`src/rtl/mux_arb_pkg.sv`:
```
// Shared types and defaults for the two-channel mux select arbiter.
package mux_arb_pkg;

  typedef enum logic [1:0] {
    ARB_IDLE = 2'd0,
    ARB_GNT0 = 2'd1,
    ARB_GNT1 = 2'd2
  } arb_state_e;

  localparam int unsigned HOLD_MAX_DEFAULT = 4;
  localparam int unsigned CNT_W_DEFAULT    = 3;

endpackage

```
`src/rtl/mux_select_arbiter_hold_counter.sv`:
```
// Saturating beat counter for one grant tenure; clr has priority over inc.
module hold_counter #(
  parameter int unsigned CNT_W    = 3,
  parameter int unsigned HOLD_MAX = 4
) (
  input  logic             clk,
  input  logic             rst,
  input  logic             clr,
  input  logic             inc,
  output logic [CNT_W-1:0] cnt,
  output logic             at_max
);

  localparam logic [CNT_W-1:0] MAX = CNT_W'(HOLD_MAX);

  logic [CNT_W-1:0] cnt_q, cnt_d;

  always_comb begin
    cnt_d = cnt_q;
    if (clr) begin
      cnt_d = '0;
    end else if (inc && (cnt_q != MAX)) begin
      cnt_d = cnt_q + 1'b1;
    end
  end

  always_ff @(posedge clk) begin
    if (rst) begin
      cnt_q <= '0;
    end else begin
      cnt_q <= cnt_d;
    end
  end

  assign cnt    = cnt_q;
  assign at_max = (cnt_q == MAX);

endmodule

```
`src/rtl/mux_select_arbiter.sv`:
```
// Two-channel round-robin arbiter driving the select of a downstream 2:1 mux,
// with each tenure capped at HOLD_MAX accepted beats while the other side waits.
module mux_select_arbiter
  import mux_arb_pkg::*;
#(
  parameter int unsigned HOLD_MAX = HOLD_MAX_DEFAULT,
  parameter int unsigned CNT_W    = CNT_W_DEFAULT
) (
  input  logic clk,
  input  logic rst,
  input  logic req0,
  input  logic req1,
  input  logic ready,
  output logic s0,
  output logic grant0,
  output logic grant1,
  output logic valid
);

  arb_state_e       state_q, state_d;
  logic             last_q, last_d;
  logic             s0_q, s0_d;
  logic [CNT_W-1:0] beat_cnt;
  logic             at_max;
  logic             accept;
  logic             cap_hit;
  logic             cnt_clr;

  assign grant0 = (state_q == ARB_GNT0);
  assign grant1 = (state_q == ARB_GNT1);
  assign s0     = s0_q;
  assign valid  = (grant0 & req0) | (grant1 & req1);
  assign accept = valid & ready;

  // The cap counts the beat accepted on this edge too, so a tenure under
  // contention is exactly HOLD_MAX accepted beats with no extra cycle.
  assign cap_hit = at_max | (accept & (beat_cnt == CNT_W'(HOLD_MAX - 1)));
  assign cnt_clr = (state_d != state_q);

  hold_counter #(
    .CNT_W   (CNT_W),
    .HOLD_MAX(HOLD_MAX)
  ) u_hold_counter (
    .clk   (clk),
    .rst   (rst),
    .clr   (cnt_clr),
    .inc   (accept),
    .cnt   (beat_cnt),
    .at_max(at_max)
  );

  always_comb begin
    state_d = state_q;
    last_d  = last_q;
    unique case (state_q)
      ARB_IDLE: begin
        if (req0 && req1) begin
          state_d = last_q ? ARB_GNT0 : ARB_GNT1;
        end else if (req0) begin
          state_d = ARB_GNT0;
        end else if (req1) begin
          state_d = ARB_GNT1;
        end
      end
      ARB_GNT0: begin
        if (!req0) begin
          last_d  = 1'b0;
          state_d = req1 ? ARB_GNT1 : ARB_IDLE;
        end else if (req1 && cap_hit) begin
          last_d  = 1'b0;
          state_d = ARB_GNT1;
        end
      end
      ARB_GNT1: begin
        if (!req1) begin
          last_d  = 1'b1;
          state_d = req0 ? ARB_GNT0 : ARB_IDLE;
        end else if (req0 && cap_hit) begin
          last_d  = 1'b1;
          state_d = ARB_GNT0;
        end
      end
      default: begin
        state_d = ARB_IDLE;
      end
    endcase

    s0_d = s0_q;
    if (state_d == ARB_GNT1) begin
      s0_d = 1'b1;
    end else if (state_d == ARB_GNT0) begin
      s0_d = 1'b0;
    end
  end

  always_ff @(posedge clk) begin
    if (rst) begin
      state_q <= ARB_IDLE;
      last_q  <= 1'b1;
      s0_q    <= 1'b0;
    end else begin
      state_q <= state_d;
      last_q  <= last_d;
      s0_q    <= s0_d;
    end
  end

endmodule

```
`config.mk`:
```
export PLATFORM = sky130hd
export DESIGN_NAME = mux_select_arbiter
export DESIGN_NICKNAME = d
export VERILOG_FILES = /design/src/rtl/mux_arb_pkg.sv /design/src/rtl/mux_select_arbiter_hold_counter.sv /design/src/rtl/mux_select_arbiter.sv
export SDC_FILE = /design/constraint.sdc
export NUM_CORES = 1
export LEC_CHECK = 0
export CORE_ASPECT_RATIO = 1.25
export CORE_MARGIN = 4
export CORE_UTILIZATION = 40
export DETAILED_ROUTE_END_ITERATION = 10
export PLACE_DENSITY = 0.63
export SLEW_MARGIN = 10
export SYNTH_ARGS = -nofsm -noshare
export SYNTH_HDL_FRONTEND = slang
export SYNTH_HIERARCHICAL = 1
export SYNTH_SLANG_ARGS = --single-unit
```
`constraint.sdc`:
```
create_clock -name clk -period 3.3 [get_ports clk]
set_input_delay 0.33 -clock clk [delete_from_list [all_inputs] [get_ports clk]]
set_output_delay 0.33 -clock clk [all_outputs]
set_load 0.02 [all_outputs]
```
==> results.txt <==
----------------------------------------------------
[Outcome]
  Status ... finished clean

[Die]
  Area of the core ... approximately 1600 um^2
  Horizontal extent of the die ... approximately 46 um
  Initial core utilization ... between 40 and 50%
  Vertical extent of the die ... 54.9 um
  Row count ... 16
  Die area ... 2500 um^2
  Number of top-level pins ... 9

[Yosys]
  Sequential area share after synthesis ... around a fifth
  YS warnings ... 6
  Largest cells by area after synthesis ... dfxtp_1 20%, ha_1 12%, a21oi_1 4.3%, nor3b_1 4.3%, a21boi_2 3.2%
  Number of synthesized flops with an enable pin ... 0
  Count of state elements after synthesis ... 7
  Number of library cell types mapped by synthesis ... 41
  Post-synthesis cell count ... 83
  Post-synthesis instance area ... approximately 700 um^2
  Post-synth top area cell ... dfxtp_1
  Synth Net Count ... 95
  Main flop type after synthesis ... dfxtp_1
  Mean instance size in the synthesized netlist ... between 8 and 9 um^2
  Async set-reset flop share out of synthesis ... 0%
  Area fraction of the dominant cell type after synthesis ... between 15 and 20%

[Critical path]
  Setup slack, reg-to-reg ... between 0.8 and 0.9 ns
  Buf+Inv Stages, Crit Path ... 1
  Slowest CP cell ... or4_1
  Startpoint kind of the worst setup timing path ... flop
  Startpoint of the most critical setup path ... state_q[0]$_SDFF_PP0_
  Endpoint arrival time on the critical path ... 2.69 ns
  Worst Reg-to-Reg Cells ... 8
  Cells along the critical path ... inv_1, ha_1, a22oi_2, o21ai_1, and3_1, or4_1, nor3b_1, mux2_1
  Delay contributed by the slowest stage of the critical path ... a little under 0.6 ns
  Largest delay contributor family on the critical path ... simple AND/OR/NAND/NOR gates
  Startpoint of the worst register-to-register path ... state_q[0]$_SDFF_PP0_
  Levels on crit path ... 8
  Reg2reg end ... u_hold_counter/cnt[1]$_SDFFE_PP0P_
  Crit-path max FO ... 10
  Worst setup EP type ... flop
  Category of the critical setup timing path ... reg2reg
  Required time of the worst setup path ... ~3.5 ns

[Global routing]
  Wire length of the first global-routing pass ... 2.64 mm
  Number of global-route vias before repair ... a little over 600
  Global Route met3 Usage ... approximately 4.6%
  Maximum number of pins on one net before global-route repair ... 13
  Layer carrying the most global-route usage ... met2
  Global Route met2 Usage ... between 20 and 30%
  GR Layer Usage met1 ... 15.6%
  Aggregate global routing overflow ... 0
  Global-route usage over all layers ... between 10% and 20%
  Initial antenna violation count ... 0

[Route]
  Via total after detailed routing ... 631
  Iter 0 DRT Violations ... 11
  Detailed Routing Iterations Pass 1 ... 4
  Post-detailed-routing wire length ... roughly 1.5 mm
  Mean number of vias per cell ... 5.79
  WL/cell ... around 13 um
  Antenna viol nets, final ... 0
  Post-route DRC violation count ... 0

[Layout]
  Area growth syn-to-layout ... 13.9%
  Layout net count ... between 100 and 150
  Share of final-layout standard cells stronger than drive strength 1 ... 9.89%
  Multi-input combinational cell area ... roughly 510 um^2
  Register area ... around 140 um^2
  Fillers ... around 170
  Diodes inserted ... 0

[Timing]
  Slew Viols, Final ... 0
  Setup violators final ... 0
  Setup TNS ... 0 ns
  Final hold violations ... 0
  Minimum clock period ... between 2 and 2.5 ns
  Slew at the pin closest to its max-slew limit ... roughly 0.40 ns
  FMAX ... around 400 MHz
  RSZ-0062 raised after global routing ... no
  Final worst-path cycle share ... roughly three quarters
  Final clock skew ... 0.00438 ns
  Minimum setup slack in the final design ... between 0.8 and 0.9 ns
  Worst slew margin relative to its limit ... between 70% and 80%

[Clocking]
  Post-CTS clock slew at the launch and capture registers of the worst setup and hold paths ... roughly 0.05 ns
  CTS-repair resized insts ... 0
  # hold bufs at CTS ... 0
  Worst skew pair latency ... 0.25 ns
  Num Clock Sinks ... 7
  Clock Path Buffers ... 2
  # H-tree levels ... 1
  CTS Root Cell ... clkbuf_4
  Setup fix buffers added after clock tree synthesis ... 0
  TritonCTS Buffers ... 3
  TritonCTS clock tree ... yes

[Hold path]
  Worst Hold Endpoint ... s0$_SDFFE_PP0P_
  Worst Hold Path Cells ... 2
  Launch point of the worst hold path ... s0$_SDFFE_PP0P_
  Tightest Hold Check Type ... reg2reg

[Job]
  Max Cap Viol ... 0

[Place]
  Final weighted congestion in routability-driven placement ... between 0.8 and 0.9
  DPL Wire Length ... about 1.2 mm
  Worst setup slack before clock tree synthesis ... a little under 0.8 ns
  Total of buffers placed on input and output ports ... 8

[Power and ir drop]
  VDD IR-drop max ... 0.000313 V
  Power density over cell area ... between 500 and 600 nW/um^2
  Leakage dissipation ... between 0.3 and 0.4 nW

----------------------------------------------------
-- flip-flops by register name, summed over array words and instances (netlist names) --
register,flops
u_hold_counter/cnt,3
state_q,2
last_q,1
s0,1
-- worst min-delay path, delay by kind of cell, from the launching register on --
family	cells	cell delay, ns
flops	1	0.32
mux	1	0.07
simple gates	1	0.07
-- metal layers --
layer,part of all wire [%],routed length (um)
met1,41,595
met5,0,0
met2,52,764
met4,2.1,31
met3,4.5,65
-- synthesized netlist by cell type (2+ instances only) --
| library cell | number |
|---|---|
| a21boi_2 | 2 |
| a21oi_1 | 6 |
| and4b_1 | 2 |
| buf_6 | 2 |
| dfxtp_1 | 7 |
| ha_1 | 7 |
| inv_1 | 6 |
| mux2_1 | 2 |
| mux2i_1 | 2 |
| nand2_1 | 4 |
| nand3b_1 | 2 |
| nor2_1 | 5 |
| nor2b_1 | 2 |
| nor3_1 | 2 |
| nor3b_1 | 4 |
| o211ai_1 | 2 |
| o22ai_1 | 2 |
-- through the flow --
step	instance area (um^2)	hold WS (ns)	total power (W)	cells	util, %
floorplan	703	0.402	0.000284	83	-
global placement	774	0.490	0.000341	105	47.8
detailed placement	774	0.490	0.000340	105	47.8
CTS	801	0.502	0.000422	109	49.4
global route	801	0.553	0.000465	109	49.4
finish	801	0.494	0.000417	109	49.4
-- logic make-up after synthesis --
kind of cell    Yosys count  share of synthesized area [%]
compound gates           23                           23.7
fa+ha+maj                 7                           12.5
buf+inv                  10                           7.65
flops                     7                           19.9
mux                       4                           6.05
simple gates             32                           30.3
-- cell usage in the layout (no fill, tap or decap), types with 2 or more instances in the layout --
cell             netlist  routed
mux2i_1                2       2
a21oi_1                6       6
nand2_1                4       4
nor3_1                 2       2
ha_1                   7       7
dfxtp_1                7       7
a21boi_2               2       2
inv_1                  6       6
nor2b_1                2       2
mux2_1                 2       2
nor3b_1                4       4
nor2_1                 5       5
o22ai_1                2       2
nand3b_1               2       2
clkbuf_4               0       3
o211ai_1               2       2
clkdlybuf4s50_1        0       8
and4b_1                2       2
-- power by group --
group / internal [W] / total [W] / switching, W
clock: 0.0000461 / 0.0000776 / 0.0000315
combinational: 0.000102 / 0.000218 / 0.000116
sequential: 0.0000993 / 0.000121 / 0.0000218
total: 0.000247 / 0.000417 / 0.000170
-- how the worst max path moves through the flow --
| stage | endpoint | slack (ns) |
|---|---|---|
| after floorplan | u_hold_counter/cnt[1]$_SDFFE_PP0P_ | 0.88 |
| after global placement | u_hold_counter/cnt[1]$_SDFFE_PP0P_ | 0.78 |
| after detailed placement | u_hold_counter/cnt[1]$_SDFFE_PP0P_ | 0.77 |
| after CTS | u_hold_counter/cnt[1]$_SDFFE_PP0P_ | 0.80 |
| after global routing | u_hold_counter/cnt[1]$_SDFFE_PP0P_ | 0.56 |
| final | u_hold_counter/cnt[1]$_SDFFE_PP0P_ | 0.80 |
-- final cells by class --
type	instances	share of cell area [%]
clock buffers	4	3.28
repair buffers	8	10.0
multi-input cells	66	63.6
flip-flops and latches	7	17.5
inverters	6	2.81
well taps	18	2.81
Note: power is estimated with default switching activity, not from simulation.
